===== src/rtl/matmul_out_serializer.sv =====
// Captures one wide matmul result into a 2-slot ping-pong buffer and streams it out as
// MSB-first beats with last on the final beat. Optional macro: MATMUL_OUT_RELU_EN (ReLU at capture).
module matmul_out_serializer #(
  parameter int WIDTH_OUT     = 16,
  parameter int CHUNK_SIZE    = 4,
  parameter int NUM_CORES_A   = 4,
  parameter int NUM_CORES_B   = 1,
  parameter int TOTAL_MODULES = 2,
  parameter int BEAT_WIDTH    = 64,
  localparam int IN_WIDTH  = WIDTH_OUT * CHUNK_SIZE * NUM_CORES_A * NUM_CORES_B * TOTAL_MODULES,
  localparam int NUM_BEATS = IN_WIDTH / BEAT_WIDTH
) (
  input  logic                  clk,
  input  logic                  rst,
  input  logic                  in_valid,
  input  logic [IN_WIDTH-1:0]   in_data,
  output logic                  in_ready,
  output logic [BEAT_WIDTH-1:0] m_tdata,
  output logic                  m_tvalid,
  input  logic                  m_tready,
  output logic                  m_tlast,
  output logic                  overflow,
  output logic                  dbg_state_o
);

  // Handshakes: a beat moves on a rising edge where m_tvalid && m_tready; a word is captured
  // on a rising edge where in_valid && in_ready. Beat data/last hold while m_tvalid && !m_tready.

  localparam int NUM_ELEMS = IN_WIDTH / WIDTH_OUT;
  localparam int BCW = (NUM_BEATS > 1) ? $clog2(NUM_BEATS) : 1;
  localparam logic [BCW-1:0] LAST_BEAT = BCW'(NUM_BEATS - 1);

  typedef enum logic {S_IDLE, S_STREAM} state_e;

  state_e              state_q, state_d;
  logic [IN_WIDTH-1:0] slot_q [2];
  logic                wr_ptr_q, wr_ptr_d;
  logic                rd_ptr_q, rd_ptr_d;
  logic [1:0]          count_q, count_d;
  logic [BCW-1:0]      beat_cnt_q, beat_cnt_d;
  logic                overflow_q, overflow_d;
  logic                capture, beat_fire, last_fire;
  logic [IN_WIDTH-1:0] store_word;

  always_comb begin
    store_word = in_data;
`ifdef MATMUL_OUT_RELU_EN
    for (int e = 0; e < NUM_ELEMS; e++) begin
      if (in_data[e*WIDTH_OUT + WIDTH_OUT-1]) store_word[e*WIDTH_OUT +: WIDTH_OUT] = '0;
    end
`endif
  end

  always_comb begin
    in_ready    = (count_q != 2'd2);
    capture     = in_valid && in_ready;
    m_tvalid    = (state_q == S_STREAM);
    m_tlast     = m_tvalid && (beat_cnt_q == LAST_BEAT);
    beat_fire   = m_tvalid && m_tready;
    last_fire   = beat_fire && (beat_cnt_q == LAST_BEAT);
    overflow    = overflow_q;
    dbg_state_o = (state_q == S_STREAM);

    // Beat 0 is the most significant slice of the stored word.
    m_tdata = '0;
    if (m_tvalid) begin
      for (int b = 0; b < NUM_BEATS; b++) begin
        if (beat_cnt_q == BCW'(b)) m_tdata = slot_q[rd_ptr_q][IN_WIDTH-1-b*BEAT_WIDTH -: BEAT_WIDTH];
      end
    end

    wr_ptr_d   = wr_ptr_q ^ capture;
    rd_ptr_d   = rd_ptr_q ^ last_fire;
    beat_cnt_d = beat_cnt_q;
    if (last_fire)      beat_cnt_d = '0;
    else if (beat_fire) beat_cnt_d = beat_cnt_q + BCW'(1);

    count_d = count_q;
    case ({capture, last_fire})
      2'b10:   count_d = count_q + 2'd1;
      2'b01:   count_d = count_q - 2'd1;
      default: count_d = count_q;
    endcase

    overflow_d = overflow_q | (in_valid & ~in_ready);
    state_d    = (count_d == 2'd0) ? S_IDLE : S_STREAM;
  end

  always_ff @(posedge clk) begin
    if (rst) begin
      state_q    <= S_IDLE;
      wr_ptr_q   <= 1'b0;
      rd_ptr_q   <= 1'b0;
      count_q    <= 2'd0;
      beat_cnt_q <= '0;
      overflow_q <= 1'b0;
    end else begin
      state_q    <= state_d;
      wr_ptr_q   <= wr_ptr_d;
      rd_ptr_q   <= rd_ptr_d;
      count_q    <= count_d;
      beat_cnt_q <= beat_cnt_d;
      overflow_q <= overflow_d;
    end
  end

  // A free slot is never the one being read, so capture cannot corrupt the current frame.
  always_ff @(posedge clk) begin
    if (capture) slot_q[wr_ptr_q] <= store_word;
  end

endmodule

===== config.mk =====
export PLATFORM = sky130hd
export DESIGN_NAME = matmul_out_serializer
export DESIGN_NICKNAME = d
export VERILOG_FILES = /design/src/rtl/matmul_out_serializer.sv
export SDC_FILE = /design/constraint.sdc
export NUM_CORES = 1
export LEC_CHECK = 0
export CORE_ASPECT_RATIO = 1.5
export CORE_UTILIZATION = 50
export DETAILED_ROUTE_END_ITERATION = 10
export GPL_ROUTABILITY_DRIVEN = 0
export HOLD_SLACK_MARGIN = 0.12
export PLACE_DENSITY = 0.75
export SKIP_CTS_REPAIR_TIMING = 1
export SLEW_MARGIN = 20
export SYNTH_ARGS = -nofsm -noshare
export SYNTH_HDL_FRONTEND = slang
export SYNTH_SLANG_ARGS = --single-unit
export TNS_END_PERCENT = 30

===== constraint.sdc =====
create_clock -name clk -period 47.5 [get_ports clk]
set_input_delay 7.125 -clock clk [delete_from_list [all_inputs] [get_ports clk]]
set_output_delay 7.125 -clock clk [all_outputs]
set_load 0.005 [all_outputs]

Yosys cells after proc, flatten, opt, wreduce, memory -nomap -nowiden
Memories as Yosys holds them, arrays and structs flattened. A register that Yosys moved wholly into a read port is not among the register bits.
Cells that the tools add are included.

storage, ports and cells
  register bits after elaboration = 9
  bits in latches = 0
  bits in writable memories = 1024
  ROM bits = 0
  bits of input ports = 516
  output and inout bits = 69
  logic and storage cells = 46
  memories kept = 1

memory list
  name    depth  bits a word  read ports  clocked after memory_dff  write ports  line  source
  slot_q  2      512          1           1                         1            36    logic [IN_WIDTH-1:0] slot_q [2];

cells by class
  $add $sub $neg = 3
  $mul = 0
  div/mod/pow operators = 0
  order comparisons = 0
  equality and inequality tests = 10
  shift operators = 0
  muxes and demuxes = 14
  bitwise gates (word level) = 5
  reduce and logical (&&, ||, !) cells = 7

operators with widths
  operator               number
  $mux W64               9
  $eq A3 B3 Y1 const B   4
  $eq A3 B2 Y1 const B   2
  $logic_and A1 B1 Y1    4
  $mux W1                4
  $pmux W2 S2            1
  $add A3 B1 Y3 const B  1
  $eq A3 B1 Y1 const B   1
  $logic_not A3 Y1       1
  $add A2 B1 Y2 const B  1
  $eq A2 B1 Y1 const B   1
  $eq A2 B2 Y1 const B   1
  $logic_not A2 Y1       1
  $ne A2 B2 Y1 const B   1
  $reduce_or A2 Y1       1
  $sub A2 B1 Y2 const B  1
  $xor A1 B1 Y1          2
  $and A1 B1 Y1          1
  $not A1 Y1             1
  $or A1 B1 Y1           1

Logic depth before layout (Yosys ltp)
  depth after elaboration = 10
  mapped depth = 9
  mapped depth without buffers = 7

Least setup slack after synthesis
No wires, ideal clock.

  kind = in2reg
  start = input port in_valid
  end = memory slot_q[1][0] (netlist bit) (enable)
  library setup time = 0.947 ns
  arrival time = 18.926 ns
  data required time = 46.553 ns
  path slack = 27.627 ns
  stages = 3
  path buffers = 0
  path through = nand2_1 -> inv_1 -> ha_1

between the ends
  word-level cells in the longest chain between the ends = 3

RTL lines
  what                           line  source
  start: declaration             15    input logic in_valid,
  $logic_and A1 B1 Y1            56    capture = in_valid && in_ready;
  $mux W1                        109   if (capture) slot_q[wr_ptr_q] <= store_word;
  $mux W1 (not written as such)  109
  end: declaration               36

No other way between the ends.

==> flow_summary.yaml <==
status:
  status: "finished, final reports clean"
floorplanning:
  die_area_um2: 83100
  die_width_um: 236
  start_util_pct: 50.5
  rows: 128
  die_h_um: 353
  core-area_um2: 81200
  ios: 585
setup_path:
  cp.arrival_ps: 5940
  r2r_end: "slot_q[1][29]"
  rr_startpoint: "count_q[0]"
  worstPathCellList: "buf_4 -> buf_4 -> buf_4 -> mux2_2 -> a21o_1 -> a31oi_1 -> o21ai_1 -> clkdlybuf4s50_1"
  crit_end: "m_tdata[32]"
  r2r_cells: 8
  cp.depth: 8
  crit_path_frequent_cell: "buf_4"
  cp_num_buf_inv: 4
  critPathCaptureType: "primary output"
  crit_type: "reg -> out"
  worstPathRequired_ps: 40380
  startpoint: "rd_ptr_q"
  critPathMaxStageDelay_ps: 970
  rrSetupSlack_ps: 42720
  start_kind: "flop"
  cp_max_fo: 62
  crit_family: "buffers and inverters"
  cp_slowest_cell: "buf_4"
cts:
  cts-root-buf: "clkbuf_16"
  clk_path_buf_depth: 3
  cts_tree: "yes"
  cts_inserted_buffers: 93
  h-tree-depth: 3
  clock-sinks: 1033
  path_clk_slew_ps: 60
  clock_insertion_delay_worst_skew_ps: 670
routing:
  drtIter0Drc: 1928
  vias: 24144
  viasPerCell: 5.88
  drt-total-wl_um: 110000
  drc_errors: 0
  first_pass_iters: 9
  wire_per_inst_um: 26.8
  final_antenna_net_count: 0
flow_run:
  max_cap_violations: 0
global_route:
  grt_pass1_vias: 25530
  grt_max_degree: 160
  grt_use_total_pct: 26.0
  grt_pass1_wl_um: 159000
  antenna_found_initial: 51
  overflow: 0
synth:
  synthFlopType: "edfxtp_1"
  synth_cells: 2392
  async_flop_share_pct: 0
  yosysWarnings: 0
  synth_top_cells_by_area: "edfxtp_1 (75%), mux2i_1 (11%), o22ai_1 (2.0%)"
  avgSynthCellArea_um2: 17.1
  synth.distinct_cells: 33
  yosys.area.top_type: "edfxtp_1"
  synth_edf_count: 1024
  ys_ff_latch: 1033
  netlist_area_um2: 41000
  synth_common_cells: "edfxtp_1 (1,024), mux2i_1 (448), a21oi_1 (132)"
  synth.top_cell.area_share_pct: 75.0
  yosysMostFrequentCell: "edfxtp_1"
  syn-num-nets: 2917
  seq_area_frac_synth_pct: 75.5
place:
  port_buffers: 584
  dp_hpwl_um: 70200
layout:
  syn2layout_area_growth_pct: 24.4
  fill_cells: 5771
  nets: 3472
  layout-drive-gt1-share_pct: 8.56
pwr:
  p_leak_nw: 16.4
  vdd_ir_drop_max_mv: 0.0329
  power.density_nw_per_um2: 40.9
sta:
  hold_ws_ps: 504
  setup_violations: 0
  fmax_mhz: 76.5
  drv_slew: 0
  skew_ps: 14.6
  slew_headroom_pct: 18.3
  setup-tns-final_ps: 0
  rsz0062_at_grt: "no"
  period_share_pct: 27.5
  worst_pin_slew_ps: 1230
  period_minus_slack_ps: 13070
  hold_viol: 0
min_path:
  hold_path_class: "reg -> reg"
## state kept, by name (all words and copies together) (netlist names)
name and cells:
beat_cnt_q 3, count_q 2, dbg_state_o 1, overflow 1, rd_ptr_q 1, slot_q 1024
wr_ptr_q 1
## per-layer routing
metal	wire (µm)	up-vias	global-route usage (%)	share of wire, %
li1	-	10673	-	-
met1	39300	12138	29.4	36
met2	57200	1052	45.3	52
met3	7810	261	5.48	7.1
met4	5660	20	15.5	5.1
met5	152	-	0	0.14
## cell usage in the layout (no fill, tap or decap), types with 7 or more instances in the layout
cell	synthesis	layout
clkdlybuf4s50_1	0	584
inv_1	7	7
o21ai_1	60	60
buf_4	25	28
o22ai_1	128	128
clkinv_2	0	25
diode_2	0	38
nor2_1	71	71
a211oi_1	64	64
edfxtp_1	1024	1024
clkbuf_1	51	13
a21oi_1	132	132
a31oi_1	66	66
mux2_4	10	10
mux2i_1	448	448
clkbuf_16	0	96
dfxtp_1	9	8
bufinv_16	0	15
mux2_2	54	54
nand2_1	68	67
clkinv_1	0	15
a21o_1	64	64
## cell type report
type | instances | area (µm²) | area share [%]
multi-input combinational | 1195 | 9270 | 18.2
antenna | 38 | 95.1 | 0.187
timing repair buffer | 616 | 6130 | 12.0
sequential | 1033 | 30900 | 60.7
clock inverter | 63 | 719 | 1.41
inverter | 8 | 31.3 | 0.0614
clock buffer | 112 | 2490 | 4.89
tap | 1040 | 1300 | 2.55
## worst min path at each step
stage                        start        to  slack (ps)  depth (start not counted)
after floorplan           overflow  overflow         460                          2
after global placement    overflow  overflow         460                          2
after detailed placement  overflow  overflow         480                          2
after CTS                 overflow  overflow         500                          2
after global routing      overflow  overflow         550                          2
final                     overflow  overflow         500                          2
## power by group
group | switching (W) | total, W | internal (W)
Sequential | 0.0000172 | 0.00110 | 0.00108
Combinational | 0.000109 | 0.000196 | 0.0000867
Clock | 0.000331 | 0.000788 | 0.000457
Total | 0.000457 | 0.00208 | 0.00163
## per-stage QoR
stage                     power, W  utilization (%)  area, µm²  setup slack (ps)  cells
after floorplan            0.00124                -      41000             27630   2392
after global placement     0.00131             58.7      47600             35220   3891
after detailed placement   0.00131             58.7      47600             35130   3891
after CTS                  0.00210             62.6      50800             34420   4066
after global routing       0.00214             62.8      51000             34130   4103
final                      0.00208             62.8      51000             34430   4105
## tightest hold or removal path: cells and delay by family (launching register included)
| kind | cells | cell delay [ps] |
|---|---|---|
| simple gates | 1 | 80 |
| compound gates | 1 | 50 |
| flops | 1 | 340 |
## cells by family after synthesis
| family | count (synthesis) | share of synthesized area (%) |
|---|---|---|
| xor+xnor | 3 | 0.0641 |
| buf+inv | 164 | 2.18 |
| compound gates | 521 | 7.76 |
| simple gates | 150 | 1.45 |
| flops | 1033 | 75.5 |
| mux | 512 | 12.8 |
| fa+ha+maj | 9 | 0.275 |
(Power assumes the default switching activity.)
